===== src/rtl/booth_mult_seq.sv =====
// Sequential radix-4 Booth multiplier: one 3-bit window per clock, STEPS clocks per product.
// start/flush/busy/done control wraps the recoding datapath for the FFT butterfly.
module booth_mult_seq #(
   parameter int WIDTH = 12
) (
   input  logic               clk,
   input  logic               rst_n,
   input  logic               start,
   input  logic               flush,
   input  logic [WIDTH-1:0]   mcand,
   input  logic [WIDTH-1:0]   mplier,
   output logic               busy,
   output logic               done,
   output logic [2*WIDTH-1:0] product
);

   localparam int STEPS = WIDTH / 2;
   localparam int CW    = (STEPS > 1) ? $clog2(STEPS) : 1;
   localparam logic [CW-1:0] LAST = CW'(STEPS - 1);

   typedef enum logic [1:0] {IDLE, RUN, DONE} state_t;

   state_t             state, state_nxt;
   logic [2*WIDTH-1:0] a_q, acc, mult, addend, acc_sum;
   logic [WIDTH:0]     b_q;
   logic [CW-1:0]      cnt;
   logic               accept, last;

   assign accept = start && !flush && (state == IDLE || state == DONE);
   assign last   = (state == RUN) && (cnt == LAST);

   always_ff @(posedge clk or negedge rst_n) begin
      if (!rst_n) state <= IDLE;
      else        state <= state_nxt;
   end

   always_comb begin
      state_nxt = state;
      busy      = 1'b0;
      done      = 1'b0;
      if (flush) begin
         state_nxt = IDLE;
      end else begin
         case (state)
            IDLE:    if (start) state_nxt = RUN;
            RUN:     if (last)  state_nxt = DONE;
            DONE:    state_nxt = start ? RUN : IDLE;
            default: state_nxt = IDLE;
         endcase
      end
      case (state)
         RUN:     busy = 1'b1;
         DONE:    done = 1'b1;
         default: ;
      endcase
   end

   // b_q shifts right two bits per step, so the live window is always b_q[2:0]
   always_comb begin
      mult = '0;
      case (b_q[2:0])
         3'b001, 3'b010: mult = a_q;
         3'b011:         mult = a_q << 1;
         3'b100:         mult = -(a_q << 1);
         3'b101, 3'b110: mult = -a_q;
         default:        mult = '0;
      endcase
   end

   assign addend  = mult << {cnt, 1'b0};
   assign acc_sum = acc + addend;

   always_ff @(posedge clk or negedge rst_n) begin
      if (!rst_n) begin
         a_q     <= '0;
         b_q     <= '0;
         acc     <= '0;
         cnt     <= '0;
         product <= '0;
      end else if (flush) begin
         acc <= '0;
         cnt <= '0;
      end else if (accept) begin
         a_q <= {{WIDTH{mcand[WIDTH-1]}}, mcand};
         b_q <= {mplier, 1'b0};
         acc <= '0;
         cnt <= '0;
      end else if (state == RUN) begin
         acc <= acc_sum;
         b_q <= b_q >> 2;
         cnt <= cnt + 1'b1;
         if (last) product <= acc_sum;
      end
   end

endmodule


===== config.mk =====
export PLATFORM = sky130hd
export DESIGN_NAME = booth_mult_seq
export DESIGN_NICKNAME = d
export VERILOG_FILES = /design/src/rtl/booth_mult_seq.sv
export SDC_FILE = /design/constraint.sdc
export NUM_CORES = 1
export LEC_CHECK = 0
export BUFFER_PORTS_ARGS = -buffer_cell sky130_fd_sc_hd__buf_2
export CAP_MARGIN = 10
export CORE_ASPECT_RATIO = 1.25
export CORE_MARGIN = 4
export CORE_UTILIZATION = 40
export DETAILED_ROUTE_END_ITERATION = 7
export PLACE_DENSITY_LB_ADDON = 0.05
export SETUP_SLACK_MARGIN = 0.05
export SYNTH_ARGS = -nofsm -noshare
export SYNTH_HDL_FRONTEND = slang
export SYNTH_SLANG_ARGS = --single-unit

===== constraint.sdc =====
create_clock -name clk -period 5.8 [get_ports clk]
set_input_delay 0.87 -clock clk [delete_from_list [all_inputs] [get_ports clk]]
set_output_delay 0.87 -clock clk [all_outputs]
set_load 0.005 [all_outputs]

==> results_dict.tcl <==
set metrics [dict create \
    outcome "finished, final reports clean" \
    synth_top_area_share_pct 35.6 \
    drive_gt1_share_pct 17.4 \
    place_congestion 0.918 \
    hold_path_end "product[3]" \
    core_um2 13300 \
    cts_tree "built" \
    synth.area.top_cells "dfrtp_1, nand2_1, ha_1, o21ai_0, mux2_2" \
    finalCritPeriodShare_pct 94.4 \
    antenna_found_initial 0 \
    max_freq_mhz 183 \
    synth_nets 696 \
    wl_per_cell_um 17.5 \
    combPwrFrac_pct 43.9 \
    worst_pin_slew_ps 1040 \
    r2r_slack_ps 330 \
    yosys_register_bits 78 \
    min_path_type "reg2reg" \
    grt_pass1_vias 4702 \
    io_pins 54 \
    power_uw 2330 \
    wl_um 14900 \
    syn-cell-area_um2 5480 \
    multiInputGateArea_um2 3310 \
    die_w_um 113 \
    syn_to_final_growth_pct 13.7 \
    antennaDiodeCount 0 \
    worstHoldStart "product[3]" \
    htreeDepth 3 \
    start_kind "register" \
    num_vias 4818 \
    firstDrtPassIters 6 \
    globalRouteMet1Util_pct 24.8 \
    io_buffers 53 \
    insertion_delay_ps 340 \
    clk_pin_slew_ps 70 \
    drv_slew 0 \
    crit_type "reg2reg" \
    switching_power_uw 946 \
    fin_crit_ps 5470 \
    synth_seq_area_share_pct 35.6 \
    drcViolationCount 0 \
    maxCapViolCount 0 \
    clock_path_buffers 2 \
    fill_cells 1313 \
    synth_area_leader_cell "dfrtp_1" \
    swShare_pct 40.6 \
    tns_ps 0 \
    async_flop_share_pct 100 \
    track_usage_pct 19.3 \
    peakVddDrop_uv 152 \
    setup_viol 0 \
    crit_fanout 5 \
    cellPowerDensity_nw_per_um2 374 \
    rsz0062_at_grt "false" \
    clock_power_share_pct 26.2 \
    drtIter0Drc 221 \
    ys.flop_type "dfrtp_1" \
    crit_path_end_kind "register" \
    grt_max_degree 79 \
    clock-root-buffer "clkbuf_16" \
    cts_sinks 78 \
    seq_power_share_pct 29.9 \
    overflow 0 \
    synth.avg_cell_area_um2 8.58 \
    r2r-start "a_q[0]" \
    regToRegEndpoint "product[23]" \
    synth-edff-count 0 \
    worstHoldPathCells 2 \
    dp_hpwl_um 10600 \
    grt-busiest-layer "met2" \
    power.internal_uw 1380 \
    p_leak_uw 0.00300 \
    post-cts-setup-buffers 0 \
    met2_usage_pct 33.8 \
    die_h_um 139 \
    ys_warn_count 0 \
    finalClockSkew_ps 11.2 \
    final_hold_viol_count 0 \
    synthDistinctLibCells 64 \
    hold_buffers 0 \
    num_rows 47 \
    grt_pass1_wl_um 24700 \
    rr_worst_depth 20 \
    initial_core_util_pct 41.1 \
    die-area_um2 15700 \
    ant_nets 0 \
    post_cts_resized 0 \
    slew_headroom_pct 30.3 \
    cp.required_ps 6020 \
    cts_buffers 9 \
    via_per_inst 5.67 \
    synthCells 639 \
    regArea_um2 1950 \
    cp_data_arrival_time_ps 5700 \
    use_met3_pct 3.14 \
    final_nets 730 \
]
per-layer routing:
layer	up-vias	wire length, um
li1	2358	-
met1	2361	6550
met2	87	7690
met3	12	446
met4	0	175
met5	-	0
synthesized netlist by cell type (3+ instances only):
library cell,count
a211oi_1,4
a21boi_0,3
a21o_1,11
a21oi_1,38
a221oi_1,4
a22o_1,22
a22oi_1,14
a31oi_1,7
and3_1,4
buf_1,6
buf_2,3
clkbuf_1,33
dfrtp_1,78
ha_1,28
inv_1,17
mux2_2,18
mux2i_1,13
nand2_1,100
nand2b_1,9
nand3_1,10
nand3b_1,5
nand4_1,4
nor2_1,48
nor2b_1,9
nor3_1,14
nor3b_1,3
nor4_1,4
o21ai_0,42
o22ai_1,5
o2bb2ai_1,3
o31a_1,3
or3_1,7
xnor2_1,20
xor2_1,10
cell type report:
cell class | instances | area share [%]
flip-flops and latches | 78 | 31.3
clock inverters | 6 | 1.20
inverters | 18 | 1.08
repair buffers | 67 | 5.98
well taps | 171 | 3.43
multi-input cells | 499 | 53.1
clock buffers | 10 | 3.84
flip-flops by register name, summed over array words and instances, names as in the netlist:
register,flops
a_q,12
b_q,13
acc,24
product,24
cnt,3
state,2
critical path, cell delays in order, from the launching register on:
cell,delay [ps]
dfrtp_1,410
inv_1,100
ha_2,220
or4b_2,660
or3_1,420
a31oi_2,260
o21ai_0,120
nor2_1,100
a21oi_1,70
mux2_2,330
a21o_1,180
ha_1,350
and3_1,220
nand4_1,160
or3_1,420
o311a_1,370
a211oi_2,250
a311o_1,220
a21oi_1,80
xnor2_1,150
mux2_4,260
placed cells by master, fill, tap and decap left out, types with 3 or more instances in the layout:
cell,n
a211oi_1,3
a21boi_0,3
a21o_1,11
a21oi_1,38
a221oi_1,4
a22o_1,22
a22oi_1,14
a31oi_1,6
and3_1,4
buf_2,52
buf_4,15
clkbuf_16,9
dfrtp_1,78
ha_1,27
inv_1,17
inv_6,3
mux2_2,18
mux2i_1,13
nand2_1,100
nand2b_1,9
nand3_1,10
nand3b_1,5
nand4_1,4
nor2_1,48
nor2b_1,8
nor3_1,13
nor4_1,4
o21ai_0,42
o22ai_1,5
o2bb2ai_1,3
o31a_1,3
or3_1,7
xnor2_1,20
xor2_1,10
power groups by stage:
stage / sequential [uW] / clock [uW] / combinational [uW]
3_5_place_dp: 707 / 0 / 1010
6_report: 696 / 610 / 1020
4_1_cts: 696 / 625 / 1020
5_1_grt: 708 / 650 / 1140
2_1_floorplan: 657 / 0 / 790
3_3_place_gp: 707 / 0 / 1010
cell families (layout without fill, tap and decap cells):
logic type | Yosys count | count (layout) | synth area share (%)
DFF | 78 | 78 | 35.6
adders and majority gates | 29 | 29 | 6.76
buffers and inverters | 62 | 101 | 4.59
muxes | 34 | 34 | 7.01
xor gates and xnor gates | 31 | 31 | 5.09
AOI/OAI and AO/OA | 178 | 178 | 21.8
and+or+nand+nor | 227 | 227 | 19.2
worst max-delay path by stage:
stage               startpoint     endpoint  slack, ps  depth (start not counted)
floorplan               a_q[0]  product[23]        730                         20
global placement        a_q[0]  product[23]        300                         20
detailed placement      a_q[0]  product[23]        200                         20
CTS                     a_q[0]  product[23]        170                         20
global route            a_q[0]  product[23]         50                         20
finish                  a_q[0]  product[23]        330                         20
through the flow:
| step | utilization [%] | worst slack (ps) | area [um2] | hold WS, ps | cells |
|---|---|---|---|---|---|
| floorplan | - | 727 | 5480 | 446 | 639 |
| global placement | 44.2 | 297 | 5900 | 454 | 833 |
| detailed placement | 44.2 | 198 | 5900 | 458 | 833 |
| CTS | 46.6 | 168 | 6220 | 476 | 849 |
| global route | 46.7 | 48.2 | 6230 | 505 | 849 |
| finish | 46.7 | 327 | 6230 | 470 | 849 |
Note: power is estimated with default switching activity, not from simulation.
